==> config.mk <==
export PLATFORM = sky130hd
export DESIGN_NAME = ram_wartend_flat
export DESIGN_NICKNAME = d
export VERILOG_FILES = /design/src/rtl/ram_wartend_if.sv /design/src/rtl/ram_wartend.sv /design/src/flat_wrapper.sv
export SDC_FILE = /design/constraint.sdc
export NUM_CORES = 1
export LEC_CHECK = 0
export BUFFER_PORTS_ARGS = -buffer_cell sky130_fd_sc_hd__buf_4
export CAP_MARGIN = 30
export CORE_MARGIN = 1
export CORE_UTILIZATION = 44
export CTS_CLUSTER_DIAMETER = 50
export DETAILED_ROUTE_END_ITERATION = 8
export PLACE_DENSITY = 0.64
export SYNTH_ARGS = -nofsm -noshare
export SYNTH_HDL_FRONTEND = slang
export SYNTH_SLANG_ARGS = --single-unit
==> constraint.sdc <==
create_clock -name Clock -period 5.4 [get_ports Clock]
set_input_delay 1.62 -clock Clock [delete_from_list [all_inputs] [get_ports Clock]]
set_output_delay 1.62 -clock Clock [all_outputs]
set_load 0.05 [all_outputs]
==> src/rtl/ram_wartend_if.sv <==
// Load/store bus between the core and ram_wartend: request, write payload and
// the completion pulses, with master (core) and slave (RAM) views.
interface ram_wartend_if #(
    parameter int WORDSIZE = 32
);
    // A request (LesenAn and/or SchreibenAn) is taken when sampled high on a rising
    // edge while Beschaeftigt is low. Beschaeftigt then stays high until the
    // completion edge. Request levels are ignored while Beschaeftigt is high and
    // need not be held after acceptance. Completion is a one-cycle pulse
    // (DatenBereit / DatenGeschrieben, plus Fehler for an out-of-range address).
    logic                  LesenAn;
    logic                  SchreibenAn;
    logic [WORDSIZE/8-1:0] ByteMaske;
    logic [WORDSIZE-1:0]   DatenRein;
    logic [WORDSIZE-1:0]   Adresse;
    logic [WORDSIZE-1:0]   DatenRaus;
    logic                  DatenBereit;
    logic                  DatenGeschrieben;
    logic                  Beschaeftigt;
    logic                  Fehler;

    modport master (
        output LesenAn, SchreibenAn, ByteMaske, DatenRein, Adresse,
        input  DatenRaus, DatenBereit, DatenGeschrieben, Beschaeftigt, Fehler
    );

    modport slave (
        input  LesenAn, SchreibenAn, ByteMaske, DatenRein, Adresse,
        output DatenRaus, DatenBereit, DatenGeschrieben, Beschaeftigt, Fehler
    );
endinterface

==> src/rtl/ram_wartend.sv <==
// Single-port word RAM with programmable wait states, byte-masked writes,
// read-before-write on combined requests and out-of-range flagging.
module ram_wartend #(
    parameter int WORDSIZE    = 32,
    parameter int WORDS       = 32,
    parameter int WARTEZYKLEN = 0
) (
    input  logic        Clock,
    input  logic        Reset,
    ram_wartend_if.slave bus,
    output logic [1:0]  dbg_state
);
    localparam int NB = WORDSIZE / 8;
    localparam int AW = (WORDS > 1) ? $clog2(WORDS) : 1;

    typedef enum logic [1:0] {
        BEREIT = 2'd0,
        WARTEN = 2'd1,
        FERTIG = 2'd2
    } state_t;

    state_t                state_q, state_d;
    logic [7:0]            cnt_q, cnt_d;
    logic                  lesen_q, lesen_d;
    logic                  schreiben_q, schreiben_d;
    logic [WORDSIZE-1:0]   adr_q, adr_d;
    logic [WORDSIZE-1:0]   din_q, din_d;
    logic [NB-1:0]         mask_q, mask_d;
    logic [WORDSIZE-1:0]   raus_q, raus_d;
    logic                  bereit_q, bereit_d;
    logic                  geschr_q, geschr_d;
    logic                  fehler_q, fehler_d;

    // Zero at time zero; Reset deliberately leaves the contents alone.
    logic [WORDSIZE-1:0]   mem [WORDS] = '{default: '0};

    logic                  in_range;
    logic [AW-1:0]         idx;
    logic [WORDSIZE-1:0]   rd_word;
    logic [WORDSIZE-1:0]   wr_word;
    logic                  wr_en;

    // Full-width compare so high address bits never alias into the array.
    assign in_range = (adr_q < WORDSIZE'(WORDS));
    assign idx      = adr_q[AW-1:0];
    assign rd_word  = mem[idx];

    always_comb begin
        state_d     = state_q;
        cnt_d       = cnt_q;
        lesen_d     = lesen_q;
        schreiben_d = schreiben_q;
        adr_d       = adr_q;
        din_d       = din_q;
        mask_d      = mask_q;
        raus_d      = raus_q;
        bereit_d    = 1'b0;
        geschr_d    = 1'b0;
        fehler_d    = 1'b0;
        wr_en       = 1'b0;
        wr_word     = rd_word;
        for (int i = 0; i < NB; i++) begin
            if (mask_q[i]) wr_word[8*i +: 8] = din_q[8*i +: 8];
        end

        case (state_q)
            BEREIT: begin
                if (bus.LesenAn || bus.SchreibenAn) begin
                    lesen_d     = bus.LesenAn;
                    schreiben_d = bus.SchreibenAn;
                    adr_d       = bus.Adresse;
                    din_d       = bus.DatenRein;
                    mask_d      = bus.ByteMaske;
                    cnt_d       = 8'(WARTEZYKLEN);
                    state_d     = (WARTEZYKLEN > 0) ? WARTEN : FERTIG;
                end
            end
            WARTEN: begin
                cnt_d = cnt_q - 8'd1;
                if (cnt_q <= 8'd1) state_d = FERTIG;
            end
            FERTIG: begin
                state_d = BEREIT;
                // The read sees the pre-write word, giving read-before-write.
                if (lesen_q) begin
                    raus_d   = in_range ? rd_word : '0;
                    bereit_d = 1'b1;
                end
                if (schreiben_q) begin
                    geschr_d = 1'b1;
                    wr_en    = in_range;
                end
                fehler_d = ~in_range;
            end
            default: state_d = BEREIT;
        endcase
    end

    always_ff @(posedge Clock) begin
        if (Reset) begin
            state_q     <= BEREIT;
            cnt_q       <= '0;
            lesen_q     <= 1'b0;
            schreiben_q <= 1'b0;
            adr_q       <= '0;
            din_q       <= '0;
            mask_q      <= '0;
            raus_q      <= '0;
            bereit_q    <= 1'b0;
            geschr_q    <= 1'b0;
            fehler_q    <= 1'b0;
        end else begin
            state_q     <= state_d;
            cnt_q       <= cnt_d;
            lesen_q     <= lesen_d;
            schreiben_q <= schreiben_d;
            adr_q       <= adr_d;
            din_q       <= din_d;
            mask_q      <= mask_d;
            raus_q      <= raus_d;
            bereit_q    <= bereit_d;
            geschr_q    <= geschr_d;
            fehler_q    <= fehler_d;
        end
    end

    // A Reset on the completion edge must abort the write too.
    always_ff @(posedge Clock) begin
        if (wr_en && !Reset) mem[idx] <= wr_word;
    end

    assign bus.DatenRaus        = raus_q;
    assign bus.DatenBereit      = bereit_q;
    assign bus.DatenGeschrieben = geschr_q;
    assign bus.Beschaeftigt     = (state_q != BEREIT);
    assign bus.Fehler           = fehler_q;
    assign dbg_state            = state_q;
endmodule
==> src/flat_wrapper.sv <==
// flat-port wrapper written by rule: the top's interface ports become plain ports
module ram_wartend_flat 
#(
    parameter int WORDSIZE    = 32,
    parameter int WORDS       = 32,
    parameter int WARTEZYKLEN = 0
)
  (Clock, Reset, dbg_state, bus_LesenAn, bus_SchreibenAn, bus_ByteMaske, bus_DatenRein, bus_Adresse, bus_DatenRaus, bus_DatenBereit, bus_DatenGeschrieben, bus_Beschaeftigt, bus_Fehler);
  ram_wartend_if #(.WORDSIZE(WORDSIZE)) bus_i ();
  input  logic Clock;
  input  logic Reset;
  output logic [1:0] dbg_state;
  input wire logic [$bits(bus_i.LesenAn)-1:0] bus_LesenAn;
  input wire logic [$bits(bus_i.SchreibenAn)-1:0] bus_SchreibenAn;
  input wire logic [$bits(bus_i.ByteMaske)-1:0] bus_ByteMaske;
  input wire logic [$bits(bus_i.DatenRein)-1:0] bus_DatenRein;
  input wire logic [$bits(bus_i.Adresse)-1:0] bus_Adresse;
  output wire logic [$bits(bus_i.DatenRaus)-1:0] bus_DatenRaus;
  output wire logic [$bits(bus_i.DatenBereit)-1:0] bus_DatenBereit;
  output wire logic [$bits(bus_i.DatenGeschrieben)-1:0] bus_DatenGeschrieben;
  output wire logic [$bits(bus_i.Beschaeftigt)-1:0] bus_Beschaeftigt;
  output wire logic [$bits(bus_i.Fehler)-1:0] bus_Fehler;
  assign bus_i.LesenAn = bus_LesenAn;
  assign bus_i.SchreibenAn = bus_SchreibenAn;
  assign bus_i.ByteMaske = bus_ByteMaske;
  assign bus_i.DatenRein = bus_DatenRein;
  assign bus_i.Adresse = bus_Adresse;
  assign bus_DatenRaus = bus_i.DatenRaus;
  assign bus_DatenBereit = bus_i.DatenBereit;
  assign bus_DatenGeschrieben = bus_i.DatenGeschrieben;
  assign bus_Beschaeftigt = bus_i.Beschaeftigt;
  assign bus_Fehler = bus_i.Fehler;
  ram_wartend #(.WORDSIZE(WORDSIZE), .WORDS(WORDS), .WARTEZYKLEN(WARTEZYKLEN)) u_core (.Clock(Clock), .Reset(Reset), .bus(bus_i), .dbg_state(dbg_state));
endmodule
# Word-level counts from Yosys, hierarchy flattened
# Memories as Yosys holds them, arrays and structs flattened. A register that Yosys moved wholly into a read port is not among the register bits.
# Cells that the tools add are included.
# W data, S select, Z words.
[word_totals]
n_memories = 1
ramBits = 1024
regBits = 115
output_inout_bits = 38
[classes]
magnitude_cmp = 2
n_reduce_logical = 11
addsub = 1
n_eq_ne = 4
mux = 18
bitwise_logic = 2
[memory_table]
columns = ["name", "words", "word_bits", "read_ports", "rd_clocked_by_memory_dff", "wr", "line", "text"]
rows = [
  ["u_core.mem", 32, 32, 1, 1, 1, "ram_wartend.sv:35", "logic [WORDSIZE-1:0] mem [WORDS] = '{default: '0};"],
]
[op_table]
columns = ["cell", "count"]
rows = [
  ["$mux W8", 5],
  ["$lt A32 B6 Y1 const B", 1],
  ["$mux W32", 1],
  ["$pmux W8 S2", 1],
  ["$mux W5", 2],
  ["$le A8 B1 Y1 const B", 1],
  ["$reduce_and A2 Y1", 4],
  ["$sub A8 B1 Y8 const B", 1],
  ["$mux W1", 6],
  ["$mux W2", 2],
  ["$ne A2 B1 Y1 const B", 2],
  ["$pmux W2 S2", 1],
  ["$reduce_bool A2 Y1", 2],
  ["$eq A2 B1 Y1 const B", 1],
  ["$eq A2 B2 Y1 const B", 1],
  ["$logic_not A2 Y1", 1],
  ["$not A1 Y1", 2],
  ["$reduce_or A2 Y1", 1],
  ["$logic_and A1 B1 Y1", 1],
  ["$logic_not A1 Y1", 1],
  ["$logic_or A1 B1 Y1", 1],
]

# Longest topological paths before layout
# Gate-level depths: netlist of run 1.
[depth]
word_depth = 6
ltp_mapped = 9
depth_no_buf = 6

# Least setup slack after synthesis of run 1
# Ideal clock, no wire load.
[synth_path]
path_kind = "input -> register"
start = "in Reset"
end = "mem u_core.mem[28][0] (enable)"
t_arrival_ps = 3814
n_path_buf = 1
path_slack_ps = 1165
setup_ps = 421
cell_stages = 6
cell_sequence = "clkbuf_1 > nor2b_1 > and2_1 > and3_1 > nand3_1 > nor2_1"
[synth_via]
elab_chain_len = 4
[synth_lines]
columns = ["element", "line", "text"]
rows = [
  ["start, declared", "flat_wrapper.sv:11", "input logic Reset;"],
  ["$logic_not A1 Y1", "ram_wartend.sv:129", "if (wr_en && !Reset) mem[idx] <= wr_word;"],
  ["$logic_and A1 B1 Y1", "ram_wartend.sv:129", ""],
  ["$mux W1", "ram_wartend.sv:129", ""],
  ["$mux W1 (not written as such)", "ram_wartend.sv:129", ""],
  ["end, declared", "ram_wartend.sv:35", ""],
]
# No other way between the ends.

==> results.md, run 1 <==
- Status: complete, no violations
- Post-DP HPWL: 73200 um
- CP Max Fanout: 52
- Largest net degree at the start of global routing: 73
- GRT Total Usage: 22.7%
- P&R area growth vs syn: 15.1%
- Die Y-Extent: 318 um
- Commonest non-fill, non-tap cell in the layout: edfxtp_1
- DP Area: 46800 um2
- ANT nets after route: 0
- Share of layout cells above drive strength 1: 14.4%
- FF-to-FF End: u_core.mem[26][21]
- First-pass GRT wire length: 167000 um
- Final Hold Fails: 0
- Internal Dissipation: 15000 uW
- Seq pwr share: 50.5%
- Max Cap Viol: 0
- Pre-antenna DRT Iters: 6
- CTS tree: yes
- Initial antenna violation count: 4
- Post-CTS Setup Bufs: 0
- Fin area: 50700 um2
- CP cell instances: buf_12 > buf_12 > mux2i_1 > a22oi_1 > nand2_1 > o22ai_1 > nor3_1 > a21oi_4
- Core Box Area: 98900 um2
- Resized cells post-CTS: 0
- Slew Limit Fails: 0
- Hold WC Path Type: flip-flop to flip-flop
- Hold Slack: 0.453 ns
- Worst Path Required: 5.76 ns
- Drt total wl: 116000 um
- Register area: 33000 um2
- Clock Tree Root: clkbuf_16
- Critical Path Sink: u_core.mem[26][21]
- Clock skew: 0.0607 ns
- Slew margin rel.: 28.5%
- Clock power frac: 39.4%
- Nature of the critical path endpoint: flip-flop
- Clock transition at path regs: 0.06 ns
- Setup TNS: 0 ns
- # hold bufs at CTS: 0
- Total grt overflow: 0
- Achievable frequency: 245 MHz
- Die Area: 101000 um2
- DRT iter0 DRCs: 2995
- Avg Inst Size Synth: 16.1 um2
- H-tree depth: 3
- Most frequent cells in the layout: edfxtp_1, mux2i_1, nand2_1
- Layout Nets: 2978
- Slowest-stage cell, CP: a21oi_4
- Synth unique cells: 28
- RSZ-0062 raised after global routing: false
- Initial Util: 44.6%
- Combinational power share: 10.0%
- # fillers: 7830
- CP dominant cell by count: buf_12
- Vias per cell: 5.75
- Placer Congestion: 0.891
- Reg-to-reg slack, setup: 1.32 ns
- Clk sinks: 1135
- PortBufs: 108
- CTS Buffer Depth: 3
- Period minus WS final: 4.08 ns
- Reg2Reg Depth: 8
- Syn nets: 2815
- Crit path largest cell delay: 0.87 ns
- Residual DRC: 0
- Power Dens Cells: 392 nW/um2
- Area of the multi-input gates: 10200 um2
- Syn Inst Count: 2743
- Syn Std Cell Area: 44100 um2
- Crit start category: flip-flop
- Lkg Pwr: 0.0165 uW
- Routed wire per std cell: 27.1 um
- Number of global-route vias before repair: 24200
- WP data arrival: 4.44 ns
- Yosys warns: 0
- Post-synthesis sequential area ratio: 74.8%
- Row cnt: 115
- #FFs+latches synth: 1135
- Peak VDD IR: 0.000281 V
- Slew @ Worst Pin: 1.07 ns
- CTS Buf Count: 114
- NetSw: 4910 uW
- Crit Path Class: flip-flop to flip-flop
- Period Utilization, post-route: 75.6%
- Final setup viols: 0
- I/O pin total: 110
- Clk_lat worst skew: 0.73 ns
- Die width: 318 um
- Total number of vias: 24700
- Switch share: 24.7%
## critical path: cells and delay by family, from the launching register on
family	cells	cell delay (ns)
buf+inv	2	0.80
compound gates	3	1.55
simple gates	2	0.35
mux	1	0.13
flops	1	0.74
## per-layer routing
metal | part of all wire [%] | GRT usage, % | vias to the layer above
li1 | - | - | 10900
met1 | 43 | 32.3 | 12400
met2 | 45 | 34.7 | 1153
met3 | 8.5 | 4.13 | 188
met4 | 3.5 | 8.36 | 0
met5 | 0 | 0 | -
## metrics by stage
step | util [%] | cells | total power [uW] | worst slack, ns
6_report | 51.3 | 4289 | 19900 | 1.32
5_1_grt | 51.3 | 4288 | 20400 | 1.30
4_1_cts | 51.1 | 4279 | 20000 | 1.50
3_5_place_dp | 47.3 | 4068 | 12200 | 1.09
3_3_place_gp | 47.1 | 4060 | 12200 | 1.13
2_1_floorplan | - | 2743 | 11200 | 1.16
## synthesized netlist by cell type, drive strengths merged
cell type	count	area share (%)
buf	78	1.7
and3b	1	0.020
nor2	70	0.60
o22ai	64	0.91
and3	1	0.014
nand4	1	0.014
nor2b	6	0.085
edfxtp	1024	70
nor3	33	0.37
nand2	309	2.6
o21ai	32	0.36
a22oi	256	4.4
nand2b	4	0.057
inv	32	0.27
a21oi	103	1.2
conb	1	0.0085
nor4	6	0.085
clkbuf	90	0.77
mux2i	512	12
and2	3	0.043
or2	3	0.043
nand3	3	0.034
dfxtp	111	5.0
## how the worst min path moves through the flow
stage                                         from                  endpoint  slack, ns  cells after the start
final                      u_core.bus.DatenRaus[0]   u_core.bus.DatenRaus[0]       0.45                      2
after global placement    u_core.bus.DatenRaus[17]  u_core.bus.DatenRaus[17]       0.44                      2
after CTS                 u_core.bus.DatenRaus[21]  u_core.bus.DatenRaus[21]       0.46                      2
after detailed placement  u_core.bus.DatenRaus[21]  u_core.bus.DatenRaus[21]       0.45                      2
after floorplan                 u_core.schreiben_q        u_core.schreiben_q       0.43                      2
after global routing              u_core.din_q[15]          u_core.din_q[15]       0.47                      2
## cells by family (layout without fill, tap and decap cells)
kind of cell | Yosys count | in the layout | synth area share [%]
AO/OA/AOI/OAI | 455 | 455 | 6.80
buffers and inverters | 200 | 458 | 2.72
flip-flops | 1135 | 1135 | 74.8
multiplexers | 512 | 512 | 11.6
other | 1 | 2 | 0.00851
AND/OR/NAND/NOR | 440 | 440 | 4.00
## cell type report
type,instances,area share (%)
multi-input combinational,1408,20.2
sequential,1135,65.0
timing repair buffer,215,3.94
tap,1287,3.18
clock inverter,73,1.57
clock buffer,138,5.82
antenna,1,0.00494
inverter,32,0.237
## state kept, by name, indices dropped and copies added (netlist names), named ones only
name                         count
u_core.bus.DatenBereit           1
u_core.adr_q                    32
u_core.bus.Fehler                1
u_core.mem                    1024
u_core.bus.DatenRaus            32
u_core.dbg_state                 1
u_core.din_q                    32
u_core.schreiben_q               1
u_core.lesen_q                   1
u_core.bus.DatenGeschrieben      1
u_core.mask_q                    4
## power groups by stage
stage          logic, uW  registers [uW]  clock network [uW]
3_3_place_gp        1920           10200                   0
6_report            1990           10100                7850
2_1_floorplan        989           10200                   0
4_1_cts             1980           10100                7940
5_1_grt             2070           10100                8290
3_5_place_dp        1970           10200                   0
(Power assumes the default switching activity.)
==> inputs of run 2 (changes only) <==
ABC_AREA = 1   (was default)
PLACE_DENSITY = 0.66   (was 0.64)
clock period = 3.7 ns   (was 5.4 ns; I/O delays follow)
==> run 2 against run 1 <==
Sequential power up 46%. First-iteration DRC count rose by 14%. Register-to-register slack got worse by 0.48 ns. Setup slack worse by 0.48 ns. Combinational power rose by 72%. Critical endpoint is now u_core.mem[4][23]. Die area increased by 3.0%. Clock skew decreased by 0.034 ns.
==> results.md, run 2 <==
- Combinational power share: 11.6% (was 10.0%)
- Clk sinks: 1135 (unchanged)
- Slew Limit Fails: 0 (unchanged)
- Main combinational cell family by area after synthesis: simple AND/OR/NAND/NOR gates (was multiplexers)
- Post-DP HPWL: 72700 um (was 73200 um)
- Most frequent cells in the layout: nand2_1, edfxtp_1, nand3_1 (was edfxtp_1, mux2i_1, nand2_1)
- Drt total wl: 120000 um (was 116000 um)
- Avg Inst Size Synth: 11.4 um2 (was 16.1 um2)
- Final Core Density: 51.1% (was 51.3%)
- Post-CTS Setup Bufs: 0 (unchanged)
- Yosys warns: 0 (unchanged)
- Period Utilization, post-route: 77.3% (was 75.6%)
- Core Box Area: 102000 um2 (was 98900 um2)
- Die Y-Extent: 323 um (was 318 um)
- # hold bufs at CTS: 0 (unchanged)
- Clock power frac: 38.4% (was 39.4%)
- Async SR Flop Fraction: 0% (unchanged)
- Grt met2 use: 37.3% (was 34.7%)
- Layout Nets: 4187 (was 2978)
- Achievable frequency: 349 MHz (was 245 MHz)
- Internal Dissipation: 21900 uW (was 15000 uW)
- GR Util met1: 31.8% (was 32.3%)
- Clk_lat worst skew: 0.68 ns (was 0.73 ns)
- Reg with most FFs: u_core.mem (unchanged)
- ANT nets after route: 0 (unchanged)
- Worst Path Required: 4.10 ns (was 5.76 ns)
- CP Max Fanout: 103 (was 52)
- First-pass GRT wire length: 180000 um (was 167000 um)
- P&R area growth vs syn: 14.9% (was 15.1%)
- Most area-consuming cells after synthesis: edfxtp_1, nand2_1, nand3_1 (was edfxtp_1, mux2i_1, dfxtp_1)
- H-tree depth: 3 (unchanged)
- Clock transition at path regs: 0.06 ns (about the same)
- Total number of vias: 30400 (was 24700)
- Ant diodes: 0 (was 1)
- RSZ-0062 raised after global routing: false (unchanged)
- Crit start category: flip-flop (unchanged)
- Cell with the most instances after synthesis: nand2_1 (was edfxtp_1)
- DP Area: 48400 um2 (was 46800 um2)
- Nature of the critical path endpoint: flip-flop (unchanged)
- Clock Tree Root: clkbuf_16 (unchanged)
- Setup TNS: 0 ns (unchanged)
- Synth unique cells: 25 (was 28)
- I/O pin total: 110 (unchanged)
- Final worst slack: 0.838 ns (was 1.32 ns)
- Peak VDD IR: 0.000476 V (was 0.000281 V)
- CTS Buffer Depth: 3 (unchanged)
- Top_reg_cell synth: edfxtp_1 (unchanged)
- Met3 usage: 3.47% (was 4.13%)
- Routed wire per std cell: 21.5 um (was 27.1 um)
- Residual DRC: 0 (unchanged)
- Power Dens Cells: 566 nW/um2 (was 392 nW/um2)
- Crit Path Class: flip-flop to flip-flop (unchanged)
- Post-synthesis sequential area ratio: 72.6% (was 74.8%)
- Synth top area share: 67.7% (was 69.8%)
- Placer Congestion: 0.836 (was 0.891)
- Final Hold Fails: 0 (unchanged)
- Total grt overflow: 0 (unchanged)
- Slew margin rel.: 32.7% (was 28.5%)
- Dpl ws: 0.635 ns (was 1.09 ns)
- Die Area: 104000 um2 (was 101000 um2)
- PortBufs: 108 (unchanged)
- Synth Area in Compound Gates: 1.20% (was 6.80%)
- Period minus WS final: 2.86 ns (was 4.08 ns)
- NetSw: 7570 uW (was 4910 uW)
- Xor/xnor share of the synthesized area: 0% (unchanged)
- Simple-gate share of the synthesized area: 23.1% (was 4.00%)
- Syn Std Cell Area: 45400 um2 (was 44100 um2)
- Initial antenna violation count: 1 (was 4)
- CTS tree: yes (unchanged)
- Post-synth EDFFs: 1024 (unchanged)
- Status: complete, no violations (unchanged)
- Synth area leader: edfxtp_1 (unchanged)
- Final setup viols: 0 (unchanged)
- Hold WC Path Type: flip-flop to flip-flop (unchanged)
- GR peak layer: met2 (unchanged)
- Max Cap Viol: 0 (unchanged)
- Fin area: 52200 um2 (was 50700 um2)
- Share of layout cells above drive strength 1: 11.6% (was 14.4%)
- Row cnt: 117 (was 115)
- Pre-antenna DRT Iters: 5 (was 6)
- Post-synthesis mux area share: 0% (was 11.6%)
- Syn nets: 4068 (was 2815)
- Largest net degree at the start of global routing: 146 (was 73)
- Number of global-route vias before repair: 28700 (was 24200)
- Seq pwr share: 50.0% (was 50.5%)
- Commonest non-fill, non-tap cell in the layout: nand2_1 (was edfxtp_1)
- Resized cells post-CTS: 0 (unchanged)
- Slew @ Worst Pin: 1.01 ns (was 1.07 ns)
- DRT iter0 DRCs: 3427 (was 2995)
- Syn Inst Count: 3996 (was 2743)
- Post-Synth Adder-Cell Area: 0% (unchanged)
- Switch share: 25.7% (was 24.7%)
- Initial Util: 44.5% (was 44.6%)
- Clock skew: 0.0263 ns (was 0.0607 ns)
- Synth cell count leaders: nand2_1, edfxtp_1, nand3_1 (was edfxtp_1, mux2i_1, nand2_1)
- Lkg Pwr: 0.0189 uW (was 0.0165 uW)
- CTS Buf Count: 116 (was 114)
- Vias per cell: 5.44 (was 5.75)
- Max FFs per register: 1024 (unchanged)
- #FFs+latches synth: 1135 (unchanged)
- Die width: 323 um (was 318 um)
- GRT Total Usage: 23.0% (was 22.7%)
- WP data arrival: 3.27 ns (was 4.44 ns)
[run 2: layer usage]
layer / routed length [um] / vias to the layer above
li1: - / 14200
met1: 50000 / 14800
met2: 57800 / 1214
met3: 8610 / 194
met4: 3800 / 2
met5: 54 / -
[run 2: stage by stage]
step / total power, uW / std cells / hold WS (ns)
final: 29500 / 5585 / 0.464
after global routing: 30400 / 5585 / 0.480
after CTS: 29700 / 5585 / 0.463
after detailed placement: 18400 / 5365 / 0.454
after global placement: 18400 / 5365 / 0.449
after floorplan: 16900 / 3996 / 0.437
[run 2: path summary, 6_finish.rpt]
| check | start | to | slack (ns) | cells past startpoint |
|---|---|---|---|---|
| worst max-delay path | flip-flop | u_core.mem[4][23] | 0.84 | 12 |
| worst min-delay path | u_core.adr_q[5] | u_core.adr_q[5] | 0.46 | 2 |
| worst max register to register | flip-flop | u_core.mem[4][23] | 0.84 | 12 |
| worst min register to register | u_core.adr_q[5] | u_core.adr_q[5] | 0.46 | 2 |
[run 2: kinds of logic (layout without fill, tap and decap cells)]
family,Yosys count,after routing
DFF,1135,1135
buffers and inverters,275,496
AOI/OAI and AO/OA,103,103
other,1,1
and+or+nand+nor,2482,2482
[run 2: critical path, stage by stage (launching register included)]
cell and delay [ns]:
dfxtp_4 0.59, inv_16 0.21, buf_12 0.29, buf_4 0.19, nand2_1 0.06, nand3_1 0.06, nand3_1 0.11, nand2_1 0.06
nand2_1 0.05, nand3_1 0.15, nand3_1 0.14, nand2_1 0.22, buf_4 0.28
[run 2: cell type report]
type | count | area (um2)
tap | 1368 | 1710
timing repair buffer | 257 | 2330
multi-input combinational | 2586 | 11300
inverter | 19 | 100
sequential | 1135 | 33000
clock inverter | 67 | 537
fill | 8750 | 49900
clock buffer | 153 | 3190
[run 2: power groups by stage]
stage	registers (uW)	logic, uW	clock network, uW
detailed placement	15000	3430	0
floorplan	15000	1910	0
global placement	15000	3380	0
global route	14700	3710	12000
finish	14700	3430	11300
CTS	14700	3440	11500
